[config.mk]
export PLATFORM = sky130hd
export DESIGN_NAME = keypad_scan_ctrl
export DESIGN_NICKNAME = d
export VERILOG_FILES = /design/src/rtl/keypad_scan_ctrl.sv
export SDC_FILE = /design/constraint.sdc
export NUM_CORES = 1
export LEC_CHECK = 0
export CORE_ASPECT_RATIO = 1.1
export CORE_MARGIN = 2
export CORE_UTILIZATION = 64
export DETAILED_ROUTE_END_ITERATION = 10
export DONT_BUFFER_PORTS = 1
export PLACE_DENSITY = 0.89
export REMOVE_ABC_BUFFERS = 1
export SYNTH_ARGS = -nofsm -noshare
export SYNTH_HDL_FRONTEND = slang
export SYNTH_SLANG_ARGS = --single-unit
[constraint.sdc]
create_clock -name clk -period 3 [get_ports clk]
set_input_delay 0.6 -clock clk [delete_from_list [all_inputs] [get_ports clk]]
set_output_delay 0.6 -clock clk [all_outputs]
set_load 0.005 [all_outputs]
[src/rtl/keypad_scan_ctrl.sv]
// 4x4 matrix keypad scanner with press/release debounce.
// Accepted keys shift into a two-digit register for the display.
module keypad_scan_ctrl #(
  parameter int SCAN_COUNT     = 100_000,
  parameter int DEBOUNCE_COUNT = 500_000
) (
  input  logic       clk,
  input  logic       reset,
  input  logic [3:0] rows,
  output logic [3:0] cols,
  output logic       key_valid,
  output logic [3:0] key_code,
  output logic [3:0] digit_left,
  output logic [3:0] digit_right
);

  localparam int SW = $clog2(SCAN_COUNT);
  localparam int DW = $clog2(DEBOUNCE_COUNT);
  localparam logic [SW-1:0] SCAN_LAST = SW'(SCAN_COUNT - 1);
  localparam logic [DW-1:0] DEB_LAST  = DW'(DEBOUNCE_COUNT - 1);

  typedef enum logic [1:0] {
    SCAN,
    DEBOUNCE,
    HELD,
    RELEASE
  } state_t;

  state_t        state_q, state_d;
  logic [SW-1:0] scan_q, scan_d;
  logic [DW-1:0] deb_q, deb_d;
  logic [1:0]    col_q, col_d;
  logic [1:0]    row_q, row_d;
  logic          valid_d;
  logic [3:0]    code_d, left_d, right_d;

  logic [3:0] rows_m, rows_s;
  logic [3:0] low;
  logic       one_low;
  logic [1:0] hit_row;
  logic       row_lo;

  function automatic logic [3:0] key_map(
    input logic [1:0] r,
    input logic [1:0] c
  );
    logic [3:0] k;
    case ({r, c})
      4'b00_00: k = 4'h1;
      4'b00_01: k = 4'h2;
      4'b00_10: k = 4'h3;
      4'b00_11: k = 4'hA;
      4'b01_00: k = 4'h4;
      4'b01_01: k = 4'h5;
      4'b01_10: k = 4'h6;
      4'b01_11: k = 4'hB;
      4'b10_00: k = 4'h7;
      4'b10_01: k = 4'h8;
      4'b10_10: k = 4'h9;
      4'b10_11: k = 4'hC;
      4'b11_00: k = 4'hE;
      4'b11_01: k = 4'h0;
      4'b11_10: k = 4'hF;
      default:  k = 4'hD;
    endcase
    return k;
  endfunction

  always_ff @(posedge clk) begin
    if (reset) begin
      rows_m <= 4'b1111;
      rows_s <= 4'b1111;
    end else begin
      rows_m <= rows;
      rows_s <= rows_m;
    end
  end

  assign cols    = ~(4'b0001 << col_q);
  assign low     = ~rows_s;
  assign one_low = (low != 4'd0) &&
                   ((low & (low - 4'd1)) == 4'd0);
  assign row_lo  = low[row_q];

  always_comb begin
    hit_row = 2'd0;
    case (low)
      4'b0010: hit_row = 2'd1;
      4'b0100: hit_row = 2'd2;
      4'b1000: hit_row = 2'd3;
      default: hit_row = 2'd0;
    endcase
  end

  always_comb begin
    state_d = state_q;
    scan_d  = scan_q;
    deb_d   = deb_q;
    col_d   = col_q;
    row_d   = row_q;
    valid_d = 1'b0;
    code_d  = key_code;
    left_d  = digit_left;
    right_d = digit_right;
    unique case (state_q)
      SCAN: begin
        if (scan_q == SCAN_LAST) begin
          scan_d = '0;
          if (one_low) begin
            state_d = DEBOUNCE;
            deb_d   = '0;
            row_d   = hit_row;
          end else begin
            col_d = col_q + 2'd1;
          end
        end else begin
          scan_d = scan_q + SW'(1);
        end
      end
      DEBOUNCE: begin
        if (!row_lo) begin
          state_d = SCAN;
          col_d   = col_q + 2'd1;
          scan_d  = '0;
        end else if (deb_q == DEB_LAST) begin
          state_d = HELD;
          valid_d = 1'b1;
          code_d  = key_map(row_q, col_q);
          left_d  = digit_right;
          right_d = key_map(row_q, col_q);
        end else begin
          deb_d = deb_q + DW'(1);
        end
      end
      HELD: begin
        if (!row_lo) begin
          state_d = RELEASE;
          deb_d   = '0;
        end
      end
      RELEASE: begin
        // a low blip here is release bounce, not a new press
        if (row_lo) begin
          state_d = HELD;
          deb_d   = '0;
        end else if (deb_q == DEB_LAST) begin
          state_d = SCAN;
          col_d   = col_q + 2'd1;
          scan_d  = '0;
        end else begin
          deb_d = deb_q + DW'(1);
        end
      end
      default: state_d = SCAN;
    endcase
  end

  always_ff @(posedge clk) begin
    if (reset) begin
      state_q     <= SCAN;
      scan_q      <= '0;
      deb_q       <= '0;
      col_q       <= 2'd0;
      row_q       <= 2'd0;
      key_valid   <= 1'b0;
      key_code    <= 4'h0;
      digit_left  <= 4'h0;
      digit_right <= 4'h0;
    end else begin
      state_q     <= state_d;
      scan_q      <= scan_d;
      deb_q       <= deb_d;
      col_q       <= col_d;
      row_q       <= row_d;
      key_valid   <= valid_d;
      key_code    <= code_d;
      digit_left  <= left_d;
      digit_right <= right_d;
    end
  end

endmodule

==> impl_metrics.yaml, run 1 <==
status:
  status: "finished, final reports clean"
synthesis:
  yosys.area.top_type: "dfxtp_1"
  yosysMostFrequentCell: "dfxtp_1"
  synth_seq_cells: 59
  async_flop_share: 0
  netlist_top_cells_count: "dfxtp_1, nand3_1, mux2i_1, nand2_1, nor2_1"
  ys.flop_type: "dfxtp_1"
  syn_inst: 399
  syn_area_per_cell_um2: 8.54
  yosysWarnings: 0
  synth_top_area_share: 0.347
  synth_area_um2: 3410
  synth.area.top_cells: "dfxtp_1, mux2i_1, nand3_1"
  seq_area_frac_synth: 0.347
  ys_types: 61
  synth-edff-count: 0
clocking:
  cts_sinks: 59
  cts_buffers: 9
  clk_latency_ns: 0.35
  cts_htree_levels: 3
  clk_pin_slew_worst_paths_ns: 0.07
  cts_tree: "done"
  cts-root-buf: "clkbuf_8"
  cts_resized: 0
  cts_setup_buffers: 0
  holdBufCountCts: 0
  cts_buffer_depth: 2
worst_setup_path:
  startpoint: "row_q[0]"
  critPathSlowestCell: "mux4_2"
  reg2reg_depth: 5
  r2r-start: "row_q[0]"
  critPathMaxStageDelay_ns: 0.66
  required_ns: 3.25
  cp.arrival_ns: 2.77
  worstSetupPathType: "register to register"
  crit_chain: "mux4_2 -> and2_1 -> nor2_2 -> nand2_1 -> a221oi_1"
  r2r-end: "deb_q[16]"
  reg2reg_setup_slack_ns: 0.48
  end_kind: "register"
  critPathLaunchType: "register"
  worstPathMaxFanout: 14
global_routing:
  antenna_found_initial: 0
  grt_pass1_vias: 2721
  grt.overflow.total: 0
  grt_usage: 0.266
  grt_pass1_wl_mm: 12.5
  grt_max_degree: 53
cells_and_area:
  syn_to_final_growth_pct: 6.98
  ff_latch_area_um2: 1180
  fillers: 354
  antenna_cells: 0
  fin_nets: 402
  multi_input_area_um2: 2040
  post_route_cells_drive_above_1_share: 0.127
timing:
  fin_skew_ns: 0.0153
  relSlewSlack: 0.463
  worst_slew_pin_slew_ns: 0.805
  fmax_mhz: 397
  timing.final.crit_share: 0.840
  rsz0062_at_grt: "no"
  tns_ns: 0
  final-hold-violation-count: 0
  drv_slew: 0
  setup_viol: 0
  fin_crit_ns: 2.52
detailed_routing:
  ant_nets: 0
  vias_per_cell: 6.73
  drc: 0
  routedWlPerCell_um: 16.8
  vias: 3033
  firstDrtPassIters: 6
  drt_iter0_markers: 281
  routed_wl_mm: 7.56
floorplanning:
  die-height_um: 80.5
  die_w_um: 73.6
  fp.coreArea_um2: 5070
  ios: 23
  num_rows: 27
  initial_core_util: 0.672
  die_area_um2: 5920
pwr:
  clkPwrFrac: 0.522
  switchingPower_uw: 369
  power_frac_seq: 0.456
  p_leak_uw: 0.00126
  peakVddDrop_v: 0.000325
  p_per_area_nw_per_um2: 482
  p_int_uw: 1390
  finalPower_uw: 1760
  combPwrFrac: 0.023
  switching_share: 0.210
hold_path:
  holdPathStages: 1
  hold_path_class: "input pin to register"
  worstHoldStart: "reset"
  whs_endpoint: "deb_q[17]"
flow_run:
  drv_cap: 0
placed_design:
  io_buffers: 0
  gp_congestion: 0.838
  dp_hpwl_mm: 4.78
[how the worst max path moves through the flow]
stage,slack (ns),endpoint,cells past startpoint
global placement,0.58,deb_q[16],5
CTS,0.50,deb_q[16],5
finish,0.48,deb_q[16],5
floorplan,0.07,row_q[0],6
global route,0.31,deb_q[16],5
detailed placement,0.50,deb_q[16],5
[state kept, by name (all words and copies together) (netlist names), named ones only]
name and flops:
state_q 1, key_code 4, deb_q 19, digit_left 4, rows_m 4, key_valid 1
col_q 2, scan_q 17, row_q 2, rows_s 4
[routing by layer]
metal  global-route usage  up-vias  share of wire
met1                0.348     1446           0.44
met3               0.0452       19          0.045
li1                     -     1473              -
met4                0.127        0          0.024
met5                    0        -              0
met2                0.420       95           0.49
[metrics by stage]
| step | instances | worst slack [ns] | util | cell area, µm² | hold WS [ns] |
|---|---|---|---|---|---|
| CTS | 451 | 0.499 | 0.719 | 3640 | 0.312 |
| floorplan | 369 | 0.0744 | - | 3260 | 0.389 |
| finish | 451 | 0.481 | 0.719 | 3640 | 0.326 |
| global placement | 435 | 0.584 | 0.670 | 3400 | 0.391 |
| global route | 451 | 0.315 | 0.719 | 3640 | 0.312 |
| detailed placement | 435 | 0.497 | 0.670 | 3400 | 0.394 |
[worst max-delay path, delay by kind of cell, from the launching register on]
kind | cells | cell delay (ns)
and+or+nand+nor | 3 | 0.91
DFF | 1 | 0.54
AOI/OAI and AO/OA | 1 | 0.32
muxes | 1 | 0.66
[power groups by stage]
stage | clock network, µW | logic [µW] | registers, µW
2_1_floorplan | 0 | 33.8 | 816
3_3_place_gp | 0 | 38.6 | 818
3_5_place_dp | 0 | 40.0 | 818
4_1_cts | 922 | 40.1 | 800
5_1_grt | 949 | 44.5 | 801
6_report | 916 | 39.9 | 800
[logic make-up after synthesis]
logic type,count (synthesis),share of synthesized area
multiplexers,30,0.0940
AND/OR/NAND/NOR,170,0.296
adder cells (fa/ha/maj),8,0.0294
buffers and inverters,41,0.0543
AO/OA/AOI/OAI,88,0.172
flip-flops,59,0.347
XOR/XNOR,3,0.00771
[area by class of cell]
class,count,area share
Clock inverter,6,0.0306
Inverter,11,0.0113
Clock buffer,10,0.0378
Sequential cell,59,0.324
Timing Repair Buffer,8,0.0165
Tap cell,58,0.0199
Multi-Input combinational cell,299,0.560
[layout by cell type, fill, tap and decap left out, drive strengths merged, types with 12 or more instances in the layout]
master,count
nand3,30
a211oi,12
nor2,26
inv,12
nand2,26
nand4,13
dfxtp,59
a21oi,23
mux2i,26
o21ai,15
nand3b,13
Power figures use the tool's default switching activity.
==> inputs of run 2 (changes only) <==
Settings changed: CORE_UTILIZATION 64 to 57, PLACE_DENSITY 0.89 to 0.84.
Clock period 3 ns to 2.2 ns, I/O delays scaled along.
==> run 2 against run 1 <==
Worst hold slack worse by 0.16 ns. Global-route usage is 1.9 points lower. Combinational power is 88% higher. Highest routed layer unchanged. Via count is 4.9% higher.
==> impl_metrics.yaml, run 2 (synthesis results as in run 1) <==
status:
  status: "finished, final reports clean"
cells_and_area:
  largest_registers: "deb_q: 19 flops, scan_q: 17 flops"
  final_common_cell: "dfxtp_1"
  largest_register: "deb_q"
  final_cell_mix: "dfxtp_1, buf_4, nand3_1"
  syn_to_final_growth_pct: 14.1
  fin_nets: 428
  fin_util: 0.674
  post_route_cells_drive_above_1_share: 0.200
  largest_reg_flops: 19
  antenna_cells: 0
clocking:
  cts_sinks: 59
  cts_htree_levels: 3
  holdBufCountCts: 0
  cts_buffer_depth: 2
  clk_pin_slew_worst_paths_ns: 0.07
  cts_tree: "done"
  cts_buffers: 9
  cts-root-buf: "clkbuf_8"
  clk_latency_ns: 0.35
timing:
  drv_slew: 0
  fin_crit_ns: 2.19
  tns_ns: 0
  worst_slew_pin_slew_ns: 0.696
  fin_skew_ns: 0.0127
  relSlewSlack: 0.534
  setup_viol: 0
  final-hold-violation-count: 0
  timing.final.crit_share: 0.997
  fmax_mhz: 456
pwr:
  clkPwrFrac: 0.464
  finalPower_uw: 2170
  p_leak_uw: 0.00138
  p_int_uw: 1670
  switching_share: 0.229
  p_per_area_nw_per_um2: 557
  peakVddDrop_v: 0.000429
  power_frac_seq: 0.502
  switchingPower_uw: 497
  combPwrFrac: 0.035
detailed_routing:
  route.met3.wl_um: 418
  vias: 3181
  drc: 0
  drt_iter0_markers: 233
  ant_nets: 0
  firstDrtPassIters: 5
  top_layer_used: "met4"
  wl_met2_mm: 3.97
  routedWlPerCell_um: 16.3
  vias_per_cell: 6.41
  routed_wl_mm: 8.08
  wl_met1_mm: 3.48
worst_setup_path:
  r2r-start: "scan_q[0]"
  required_ns: 2.46
  cp-endpoint: "deb_q[9]"
  worstSetupPathType: "register to register"
  startpoint: "scan_q[0]"
  reg2reg_depth: 8
  critPathLaunchType: "register"
  end_kind: "register"
  reg2reg_setup_slack_ns: 0.008
  r2r-end: "deb_q[9]"
  cp.arrival_ns: 2.46
  worstPathMaxFanout: 45
floorplanning:
  ios: 23
  die-height_um: 85.1
  num_rows: 29
  fp.coreArea_um2: 5770
  die_w_um: 77.7
  die_area_um2: 6610
  initial_core_util: 0.591
global_routing:
  grt_pass1_wl_mm: 13.3
  grt_usage: 0.247
  grt_max_degree: 53
  antenna_found_initial: 0
  grt.overflow.total: 0
  grt_pass1_vias: 2878
placed_design:
  dp_hpwl_mm: 5.23
  io_buffers: 0
  gp_congestion: 0.882
hold_path:
  holdPathStages: 1
  hold_path_class: "input pin to register"
flow_run:
  drv_cap: 0
-- run 2: changes by cell type in the layout (fill, tap and decap cells not counted), sizes merged --
cell | before | now
bufinv | 3 | 1
clkinv | 1 | 2
clkinvlp | 1 | 2
buf | 8 | 34
-- run 2: worst min path at each step --
| stage | from | endpoint | slack, ns |
|---|---|---|---|
| 2_1_floorplan | rows_m[0] | rows_s[0] | 0.39 |
| 3_3_place_gp | rows_m[0] | rows_s[0] | 0.39 |
| 3_5_place_dp | rows_m[3] | rows_s[3] | 0.40 |
| 4_1_cts | reset | row_q[0] | 0.15 |
| 5_1_grt | reset | row_q[0] | 0.15 |
| 6_report | reset | deb_q[14] | 0.16 |
-- run 2: what timing repair did --
item | in CTS | in global routing
pin swaps | 0 | 4
gates cloned | 0 | 0
buffers inserted | 0 | 8
endpoints found under the setup margin | 1 | 20
resized for setup | 1 | 9
-- run 2: power groups by stage --
stage               Clock [µW]  Combinational (µW)  Sequential [µW]
detailed placement           0                69.8             1110
finish                    1010                74.9             1090
floorplan                    0                46.0             1110
global route              1070                82.0             1090
global placement             0                66.8             1110
CTS                       1020                70.1             1090
-- run 2: critical path: stages (launching register included) --
cell and delay [ns]:
dfxtp_1 0.35, ha_2 0.22, nand4_1 0.12, buf_4 0.17, nor4b_2 0.25, nand4_1 0.18
buf_12 0.23, a211oi_1 0.32, mux2i_1 0.26
-- run 2: final cells by class --
class	instances	area [µm²]
flip-flops and latches	59	1180
clock buffers	10	138
fillers	422	1880
inverters	11	41.3
clock inverters	6	63.8
multi-input cells	299	2090
well taps	77	96.3
repair buffers	34	280
-- run 2: per-layer routing --
metal	global-route usage	vias up
met3	0.0415	19
met4	0.107	0
met1	0.313	1522
met2	0.412	117
met5	0	-
li1	-	1523
-- run 2: per-stage QoR --
step	instances	hold WS, ns	setup slack [ns]	instance area, µm²
floorplan	369	0.389	-0.726	3260
detailed placement	472	0.399	-0.0399	3580
finish	496	0.164	0.00756	3890
CTS	488	0.154	0.0755	3790
global placement	472	0.392	0.103	3580
global route	496	0.146	-0.117	3890
==> inputs of run 3 (changes only) <==
Settings changed: CORE_UTILIZATION 57 to 64, PLACE_DENSITY 0.84 to 0.89, TNS_END_PERCENT set to 50.
Clock period 2.2 ns to 2.5 ns, I/O delays scaled along.
==> run 3 against run 2 <==
Via count shrank 3.1%. Clock-buffer cell count stayed put. Clock power grew 8%. Routed wire length is 7.0% lower. Critical path type unchanged. Critical endpoint is now deb_q[11]. Highest routed layer unchanged.
==> impl_metrics.yaml, run 3 (synthesis results as in run 1) <==
detailed_routing:
  vias: 3083
  wl_met1_mm: 3.25
  drc: 0
  wl_met2_mm: 3.71
  routed_wl_mm: 7.52
  ant_nets: 0
  vias_per_cell: 6.76
  drt_iter0_markers: 243
  firstDrtPassIters: 5
  route.met3.wl_um: 413
  top_layer_used: "met4"
  routedWlPerCell_um: 16.5
clocking:
  cts_resized: 0
  holdBufCountCts: 0
  cts_sinks: 59
  cts_htree_levels: 3
  cts_setup_buffers: 0
  clk_latency_ns: 0.35
  cts_buffer_depth: 2
  cts_buffers: 9
  clk_pin_slew_worst_paths_ns: 0.07
  cts_tree: "done"
  cts-root-buf: "clkbuf_8"
cells_and_area:
  syn_to_final_growth_pct: 8.08
  final_common_cell: "dfxtp_1"
  final_area_um2: 3680
  fin_cells: 456
  fin_nets: 407
  post_route_cells_drive_above_1_share: 0.138
  largest_register: "deb_q"
  largest_reg_flops: 19
  multi_input_area_um2: 2040
  ff_latch_area_um2: 1180
  antenna_cells: 0
  final_cell_mix: "dfxtp_1, nand3_1, nand2_1, mux2i_1, nor2_1"
  largest_registers: "deb_q: 19 flops, scan_q: 17 flops"
  fillers: 354
placed_design:
  gp_congestion: 0.850
  io_buffers: 0
  dp_hpwl_mm: 4.86
  place_area_um2: 3430
  dp_cells: 440
global_routing:
  grt_pass1_vias: 2829
  grt_usage: 0.266
  grt_pass1_wl_mm: 12.5
  grt_max_degree: 53
  grt.overflow.total: 0
  antenna_found_initial: 0
hold_path:
  holdPathStages: 1
  worstHoldStart: "reset"
  hold_path_class: "input pin to register"
status:
  status: "finished, final reports clean"
worst_setup_path:
  end_kind: "register"
  required_ns: 2.77
  r2r-start: "scan_q[0]"
  worstSetupPathType: "register to register"
  reg2reg_depth: 7
  cp.arrival_ns: 2.61
  startpoint: "scan_q[0]"
  worstPathMaxFanout: 45
  critPathLaunchType: "register"
timing:
  fin_crit_ns: 2.34
  fin_skew_ns: 0.0105
  timing.final.crit_share: 0.935
  final-hold-violation-count: 0
  worst_slew_pin_slew_ns: 0.770
  rsz0062_at_grt: "no"
  setup_viol: 0
  drv_slew: 0
  relSlewSlack: 0.483
  fmax_mhz: 428
floorplanning:
  ios: 23
  num_rows: 27
  die_area_um2: 5920
  die_w_um: 73.6
  die-height_um: 80.5
  fp.coreArea_um2: 5070
  initial_core_util: 0.672
pwr:
  p_per_area_nw_per_um2: 572
  finalPower_uw: 2110
  peakVddDrop_v: 0.000328
  p_leak_uw: 0.00129
flow_run:
  drv_cap: 0
[run 3: cell types whose count changed in the layout (fill, tap and decap cells not counted), sizes merged]
cell | before | now
clkinv | 2 | 1
bufinv | 1 | 3
clkinvlp | 2 | 1
buf | 34 | 13
[run 3: area by class of cell]
cell class / instances / share of cell area
multi-input cells: 299 / 0.554
well taps: 58 / 0.0197
flip-flops and latches: 59 / 0.321
clock inverters: 6 / 0.0302
clock buffers: 10 / 0.0374
inverters: 11 / 0.0112
repair buffers: 13 / 0.0265
[run 3: critical path, stage by stage, from the launching register on]
cell and delay [ns]:
dfxtp_1 0.42, ha_1 0.27, nand4_1 0.25, nor4b_1 0.35, nand4_1 0.13, buf_4 0.29
a211oi_1 0.33, mux2i_1 0.23
[run 3: power by group]
part | total, µW | internal, µW | switching [µW] | leakage (µW)
combinational | 50.6 | 25.0 | 25.6 | 0.000689
clock | 1090 | 691 | 403 | 0.000123
sequential | 961 | 950 | 11.3 | 0.000478
[run 3: per-layer routing]
metal | track usage | vias to the layer above
li1 | - | 1481
met1 | 0.309 | 1471
met2 | 0.451 | 115
met3 | 0.0602 | 16
met4 | 0.135 | 0
met5 | 0 | -
[run 3: through the flow]
stage	hold WS [ns]	setup TNS [ns]	utilization	worst slack [ns]
after floorplan	0.389	-6.07	-	-0.426
after global placement	0.392	0	0.678	0.300
after detailed placement	0.399	0	0.678	0.233
after CTS	0.217	0	0.727	0.193
after global routing	0.210	0	0.727	0.0215
final	0.236	0	0.727	0.162
[run 3: path summary, 6_finish.rpt]
kind                     end  slack, ns
hold reg to reg    rows_s[0]       0.41
hold / removal    scan_q[16]       0.24
setup / recovery   deb_q[11]       0.16
setup reg to reg   deb_q[11]       0.16
